`src/rtl/esc_pwm_capture_if.sv`:
```
// esc_pwm_capture_if: PWM input, offset and decoded-speed outputs of the ESC PWM capture block
interface esc_pwm_capture_if;
  logic        PWM_in;
  logic [9:0]  OFF;
  logic [10:0] SPEED;
  logic        vld;
  logic        err;
  logic        timeout;
  modport master(output PWM_in, OFF, input SPEED, vld, err, timeout);
  modport slave(input PWM_in, OFF, output SPEED, vld, err, timeout);
endinterface

```
`src/rtl/esc_pwm_capture.sv`:
```
// esc_pwm_capture: measures PWM width/period and recovers the encoded 11-bit speed command
module esc_pwm_capture #(
  parameter int PULSE_OFFSET = 50000,
  parameter int PER_MIN      = 1000000,
  parameter int PER_MAX      = 1100000,
  parameter int CNT_W        = 21,
  parameter int CODE_SHIFT   = 4
) (
  input logic               clk,
  input logic               rst,
  esc_pwm_capture_if.slave  bus
);
  typedef enum logic [1:0] {IDLE, HIGH, LOW} state_t;
  localparam int W_HI_I = PULSE_OFFSET + (3070 << CODE_SHIFT) + (1 << CODE_SHIFT) - 1;
  localparam logic [16:0]      W_LO  = 17'(PULSE_OFFSET);
  localparam logic [16:0]      W_HI  = 17'(W_HI_I);
  localparam logic [CNT_W-1:0] P_MIN = CNT_W'(PER_MIN);
  localparam logic [CNT_W-1:0] P_MAX = CNT_W'(PER_MAX);
  state_t             state_q, state_d;
  logic [2:0]         sync_q, sync_d;
  logic [16:0]        wcnt_q, wcnt_d, wlat_q, wlat_d;
  logic [CNT_W-1:0]   pcnt_q, pcnt_d;
  logic [10:0]        speed_q, speed_d;
  logic               vld_q, vld_d, err_q, err_d, to_q, to_d;
  logic               rise, fall, tmo, reject;
  logic [11:0]        code;
  logic signed [12:0] diff;
  logic [10:0]        spd;
  always_comb begin
    sync_d = {sync_q[1:0], bus.PWM_in};
    rise   = sync_q[1] & ~sync_q[2];
    fall   = ~sync_q[1] & sync_q[2];
    tmo    = pcnt_q >= P_MAX;
    wcnt_d = rise ? 17'd1 : (state_q == HIGH && ~&wcnt_q) ? wcnt_q + 17'd1 : wcnt_q;
    pcnt_d = rise ? CNT_W'(1) : &pcnt_q ? pcnt_q : pcnt_q + CNT_W'(1);
    reject = pcnt_q < P_MIN || wlat_q < W_LO || wlat_q > W_HI;
    code   = 12'((wlat_q - W_LO) >> CODE_SHIFT);
    diff   = $signed({1'b0, code}) - $signed({3'b0, bus.OFF});
    spd    = diff[12] ? 11'd0 : diff[11] ? 11'h7ff : diff[10:0];
  end
  always_comb begin
    state_d = state_q;
    wlat_d  = wlat_q;
    speed_d = speed_q;
    vld_d   = 1'b0;
    err_d   = 1'b0;
    to_d    = to_q;
    unique case (state_q)
      IDLE: begin
        if (rise) state_d = HIGH;
        else if (tmo) begin
          to_d    = 1'b1;
          speed_d = '0;
        end
      end
      HIGH: begin
        if (tmo) begin
          to_d    = 1'b1;
          speed_d = '0;
          state_d = IDLE;
        end else if (fall) begin
          wlat_d  = wcnt_q;
          state_d = LOW;
        end
      end
      LOW: begin
        if (rise) begin
          state_d = HIGH;
          err_d   = reject;
          vld_d   = ~reject;
          speed_d = reject ? speed_q : spd;
          to_d    = reject ? to_q : 1'b0;
        end else if (tmo) begin
          to_d    = 1'b1;
          speed_d = '0;
          state_d = IDLE;
        end
      end
      default: state_d = IDLE;
    endcase
  end
  always_ff @(posedge clk) begin
    if (rst) begin
      state_q <= IDLE;
      sync_q  <= '0;
      wcnt_q  <= '0;
      wlat_q  <= '0;
      pcnt_q  <= '0;
      speed_q <= '0;
      vld_q   <= 1'b0;
      err_q   <= 1'b0;
      to_q    <= 1'b0;
    end else begin
      state_q <= state_d;
      sync_q  <= sync_d;
      wcnt_q  <= wcnt_d;
      wlat_q  <= wlat_d;
      pcnt_q  <= pcnt_d;
      speed_q <= speed_d;
      vld_q   <= vld_d;
      err_q   <= err_d;
      to_q    <= to_d;
    end
  end
  assign bus.SPEED   = speed_q;
  assign bus.vld     = vld_q;
  assign bus.err     = err_q;
  assign bus.timeout = to_q;
endmodule

```
`src/flat_wrapper.sv`:
```
// flat-port wrapper written by rule: the top's interface ports become plain ports
module esc_pwm_capture_flat 
#(
  parameter int PULSE_OFFSET = 50000,
  parameter int PER_MIN      = 1000000,
  parameter int PER_MAX      = 1100000,
  parameter int CNT_W        = 21,
  parameter int CODE_SHIFT   = 4
)
  (clk, rst, bus_PWM_in, bus_OFF, bus_SPEED, bus_vld, bus_err, bus_timeout);
  esc_pwm_capture_if bus_i ();
  input logic clk;
  input logic rst;
  input wire logic [$bits(bus_i.PWM_in)-1:0] bus_PWM_in;
  input wire logic [$bits(bus_i.OFF)-1:0] bus_OFF;
  output wire logic [$bits(bus_i.SPEED)-1:0] bus_SPEED;
  output wire logic [$bits(bus_i.vld)-1:0] bus_vld;
  output wire logic [$bits(bus_i.err)-1:0] bus_err;
  output wire logic [$bits(bus_i.timeout)-1:0] bus_timeout;
  assign bus_i.PWM_in = bus_PWM_in;
  assign bus_i.OFF = bus_OFF;
  assign bus_SPEED = bus_i.SPEED;
  assign bus_vld = bus_i.vld;
  assign bus_err = bus_i.err;
  assign bus_timeout = bus_i.timeout;
  esc_pwm_capture #(.PULSE_OFFSET(PULSE_OFFSET), .PER_MIN(PER_MIN), .PER_MAX(PER_MAX), .CNT_W(CNT_W), .CODE_SHIFT(CODE_SHIFT)) u_core (.clk(clk), .rst(rst), .bus(bus_i));
endmodule
```
`config.mk`:
```
export PLATFORM = sky130hd
export DESIGN_NAME = esc_pwm_capture_flat
export DESIGN_NICKNAME = d
export VERILOG_FILES = /design/src/rtl/esc_pwm_capture_if.sv /design/src/rtl/esc_pwm_capture.sv /design/src/flat_wrapper.sv
export SDC_FILE = /design/constraint.sdc
export NUM_CORES = 1
export LEC_CHECK = 0
export CORE_ASPECT_RATIO = 1.75
export CORE_MARGIN = 2
export CORE_UTILIZATION = 55
export CTS_CLUSTER_SIZE = 24
export DETAILED_ROUTE_END_ITERATION = 10
export DONT_BUFFER_PORTS = 1
export PLACE_DENSITY = 0.72
export RECOVER_POWER = 50
export SLEW_MARGIN = 20
export SYNTH_ARGS = -nofsm -noshare
export SYNTH_HDL_FRONTEND = slang
export SYNTH_SLANG_ARGS = --single-unit
```
`constraint.sdc`:
```
create_clock -name clk -period 2.7 [get_ports clk]
set_input_delay 0 -clock clk [delete_from_list [all_inputs] [get_ports clk]]
set_output_delay 0 -clock clk [all_outputs]
set_load 0.01 [all_outputs]
```
Word-level counts from Yosys, hierarchy flattened:

Index checks and enable logic that the tools add are counted.

* add/sub/neg operators: 4
* bitwise gates (word level): 8
* magnitude comparators: 4
* eq/ne operators: 8
* reduce and logical (&&, ||, !) cells: 14
* mux-type cells: 22

Operators by type and width (number)
* 2-to-1 mux 11 bit: 6
* case mux 11 bit (3 select lines): 1
* adder 21 x 1 -> 21 bit, second input constant: 1
* >= comparator 21 bit, second input constant: 1
* < comparator 21 x 20 -> 1 bit, second input constant: 1
* AND reduction 21 bit: 1
* adder 17 x 1 -> 17 bit, second input constant: 1
* > comparator 17 bit, second input constant: 1
* < comparator 17 x 16 -> 1 bit, second input constant: 1
* AND reduction 17 bit: 1
* subtractor 16 bit, second input constant: 1
* subtractor 12 x 10 -> 13 bit: 1
* 2-to-1 mux 2 bit: 5
* AND reduction 3 bit: 3
* 2-to-1 mux 1 bit: 8
* != test 3 x 1 -> 1 bit, second input constant: 2
* inverter 1 bit: 6
* case mux 2 bit (3 select lines): 1
* != test 2 x 1 -> 1 bit, second input constant: 2
* != test 3 bit, second input constant: 1
* case mux 1 bit (3 select lines): 1
* nonzero test 3 bit: 1
* OR reduction 3 bit: 1
* bitwise AND 1 bit: 2
* other kinds (9): 10

* input bits: 13
* bits in registers: 74

Depth between registers and ports, before layout:

* depth after elaboration: 7
* gate-level depth with buffers: 14
* depth with buffers taken out: 13

Least setup slack after synthesis:

Ideal clock, no wire load.

* path kind: register -> register
* start: register u_core.wlat_q[4]
* end: register u_core.speed_q[10] (netlist: u_core.bus.SPEED[10])
* stages on the path, launching flop included: 15
* path buffers: 1
* data arrival time: 2.487 ns
* library setup time: 0.117 ns
* clock period less this slack: 2.604 ns
* slack: 0.096 ns
* path through: dfxtp_1 -> inv_1 -> ha_1 -> nor2b_1 -> nor2_1 -> xnor2_1 -> ha_1 -> and3_1 -> a21oi_1 -> and4_1 -> o311a_1 -> xor2_1 -> buf_2 -> nor2_1 -> o2bb2ai_1

* word-level cells in the longest chain between the ends: 7

Ends and longest elaborated chain
* start, declared: line esc_pwm_capture.sv:21 `logic [16:0] wcnt_q, wcnt_d, wlat_q, wlat_d;`
* start signal, assigned: line esc_pwm_capture.sv:97 `wlat_q <= wlat_d;`
* subtractor 16 bit: line esc_pwm_capture.sv:37 `code = 12'((wlat_q - W_LO) >> CODE_SHIFT);`
* subtractor 12 x 10 -> 13 bit: line esc_pwm_capture.sv:38 `diff = $signed({1'b0, code}) - $signed({3'b0, bus.OFF});`
* 2-to-1 mux 11 bit (2 in series): line esc_pwm_capture.sv:39 `spd = diff[12] ? 11'd0 : diff[11] ? 11'h7ff : diff[10:0];`
* 2-to-1 mux 11 bit: line esc_pwm_capture.sv:71 `speed_d = reject ? speed_q : spd;`
* 2-to-1 mux 11 bit: line esc_pwm_capture.sv:67 `if (rise) begin`
* case mux 11 bit (3 select lines): line esc_pwm_capture.sv:48 `unique case (state_q)`
* end signal, assigned: line esc_pwm_capture.sv:99 `speed_q <= speed_d;`
* end, declared: line esc_pwm_capture.sv:23 `logic [10:0] speed_q, speed_d;`

Several ways; a longest one is shown, not always the timed one. The select of a mux whose other input is x is not followed.
A chain may end at the register's enable or synchronous reset.

Final worst setup path:

* start: register u_core.wlat_q[4]
* end: register u_core.speed_q[4] (netlist: u_core.bus.SPEED[4])

Same word-level chain as after synthesis.

==> qor.txt <==
CTS Sinks: 74
synthesis-stage register bit count: 74
most frequent cell after synthesis: nor2_1
fill cell count: 582
CTS H-tree lvls: 3
Util after Layout: 65.5%
Initial Util: 56.2%
largest cells by area after synthesis: dfxtp_1 (39%), nor2_1 (8.3%), xor2_1 (6.2%), ha_1 (5.2%), mux2i_1 (5.0%)
final hold slack: 0.0212 ns
CP arrival: 2.99 ns
post-route ant nets: 0
Mapped Cells: 445
Synth warnings: 0
combinational family with the most area after synthesis: simple AND/OR/NAND/NOR gates
dominant synthesized flop cell: dfxtp_1
status: finished with violations
skew final: 0.00402 ns
vias per cell: 5.67
count of pins over their slew limit: 0
crit end category: register
Yosys cell types: 56
DR vias: 3203
Final GP Congestion: 0.842
shortest period the worst path allows: 2.72 ns
DP Cell Count: 543
Bufs on Longest Clock Path: 2
wire per inst: 15.3 µm
Ant. Diodes: 0
CORE AREA: 6810 µm²
Num CTS Buffers: 9
register area share after synthesis: 38.7%
EDFF count, synth: 0
CTS tree: built
layout cells sized above 1: 15.0%
WL final: 8640 µm
vias in the first global route: 3059
Worst path slowest cell: o311a_1
worst slew pin tran: 0.948 ns
clock-pin slew on the worst setup and hold paths: 0.05 ns
largest net degree at the start of global routing: 37
clk_lat worst skew: 0.34 ns
mean area per synthesized cell: 8.59 µm²
crit path cell chain: inv_2, ha_4, nor2b_4, nor2_2, xnor2_1, ha_1, and3_4, a21oi_2, and4_1, o311a_1, xor2_2, buf_6, nor2_1, o2bb2ai_1
FP Rows: 40
Die X-Extent: 67.0 µm
Async SR Flop Fraction: 0%
GRT Total Usage: 23.9%
GRT overflow: 0
crit path launch type: register
crit-path max cell delay: 0.40 ns
# setup viols final: 2
num ports: 27
failing checks: negative setup slack
Worst EP required: 2.96 ns
fmax: 0.367 GHz
Synth Area in Adders: 5.76%
initial antenna violation count: 0
VDD IR max: 0.439 mV
DRC: 0
fraction of the cycle the final worst path needs: 101%
clock root cell: clkbuf_16
post-route design area: 4460 µm²
Final Instance Count excl. Fillers: 565
Area growth syn-to-layout: 16.6%
complex-gate fraction of the synthesized area: 12.0%
Synth area leader: dfxtp_1
Die Area: 7660 µm²
DRT Pass-1 Iters: 4
area of the multi-input gates: 2230 µm²
IO buf count: 0
post-synth top area share: 38.7%
post-synthesis mux area share: 4.97%
die height: 114 µm
Register Area: 1480 µm²
worst min path class: in -> reg
PwrDens: 528 nW/µm²
first-pass GRT wire length: 13500 µm
final critical-path setup slack: -0.0246 ns
DR iter-0 viols: 118
Synth Net Count: 475
normalized max-slew margin: 36.6%
leakage: 1.71 nW
HPWL Detailed: 6280 µm
Max Cap Viol: 0
XOR/XNOR Fraction of Synth Area: 10.8%
cell area after placement: 4060 µm²
CP Class: reg -> reg
most frequent cells after synthesis: nor2_1 (85), dfxtp_1 (74), nand2_1 (29)
Final nets: 507
RSZ-0062 raised after global routing: true
Mapped Area: 3820 µm²
crit-path max FO: 6
simple-gate share of the synthesized area: 23.2%
Hold Fails Final Rpt: 0
report_power, final:
group,internal [mW],leakage (nW),switching [mW]
Combinational,0.0640,0.978,0.0895
Clock,0.661,0.138,0.431
Sequential,1.10,0.598,0.00710
Total,1.83,1.71,0.528
per-stage QoR:
| step | setup TNS [ns] | worst slack [ns] | power [mW] |
|---|---|---|---|
| finish | -0.0250 | -0.0246 | 2.35 |
| global route | -0.897 | -0.119 | 2.44 |
| CTS | 0 | 0.0121 | 2.38 |
| detailed placement | -0.982 | -0.121 | 1.26 |
| global placement | -0.000201 | -0.000201 | 1.26 |
| floorplan | 0 | 0.0955 | 1.23 |
metal layers:
layer	routed length, µm	GRT usage [%]	share of wire (%)
met1	3080	21.1	36
met2	4910	45.5	57
met3	281	4.52	3.3
met4	368	16.6	4.3
met5	0	0	0
cell type report:
type / count / area share (%)
Clock buffer: 12 / 5.76
Multi-Input combinational cell: 334 / 50.1
Timing Repair Buffer: 37 / 6.43
Clock inverter: 3 / 0.337
Sequential cell: 74 / 33.3
Tap cell: 84 / 2.36
Inverter: 21 / 1.77
state kept, by name, summed over array words and instances, names as in the netlist:
| name | cells |
|---|---|
| u_core.pcnt_q | 21 |
| u_core.wcnt_q | 17 |
| u_core.wlat_q | 17 |
| u_core.bus.SPEED | 11 |
| u_core.sync_q | 3 |
| u_core.state_q | 2 |
| u_core.bus.err | 1 |
| u_core.bus.timeout | 1 |
| u_core.bus.vld | 1 |
what timing repair did:
item	4_1_cts	5_1_grt
pin swaps	3	16
endpoints found under the hold margin	27	0
setup endpoints to repair	11	13
gates resized for setup	11	12
hold buffers	2	0
buffers inserted	4	0
cloned	1	0
cell families after synthesis:
group	after synthesis
simple gates	186
flops	74
compound gates	65
xor+xnor	47
buf+inv	37
mux	19
fa+ha+maj	17
critical path: cells and delay by family (launching register included):
kind	cells	cell delay, ns
XOR/XNOR	2	0.36
AND/OR/NAND/NOR	5	0.63
adder cells (fa/ha/maj)	2	0.49
buffers and inverters	2	0.22
AO/OA/AOI/OAI	3	0.58
flip-flops	1	0.36
final timing paths:
check                        endpoint  depth (start not counted)             start  slack, ns
hold reg to reg      u_core.sync_q[1]                          1  u_core.sync_q[0]       0.43
setup / recovery  u_core.bus.SPEED[4]                         14  u_core.wlat_q[4]      -0.02
setup reg to reg  u_core.bus.SPEED[4]                         14  u_core.wlat_q[4]      -0.02
hold / removal    u_core.bus.SPEED[1]                          3               rst       0.02
cells in the final DEF, fill, tap and decap left out, types with 9 or more instances in the layout:
| cell type | instances |
|---|---|
| nand2_1 | 29 |
| mux2i_1 | 19 |
| xnor2_1 | 20 |
| xor2_1 | 26 |
| buf_4 | 32 |
| nor2_1 | 83 |
| nand3_1 | 15 |
| o21ai_0 | 11 |
| o2bb2ai_1 | 11 |
| clkbuf_16 | 9 |
| ha_1 | 14 |
| inv_1 | 19 |
| dfxtp_1 | 72 |
| a21oi_1 | 11 |
Note: power is estimated with default switching activity, not from simulation.
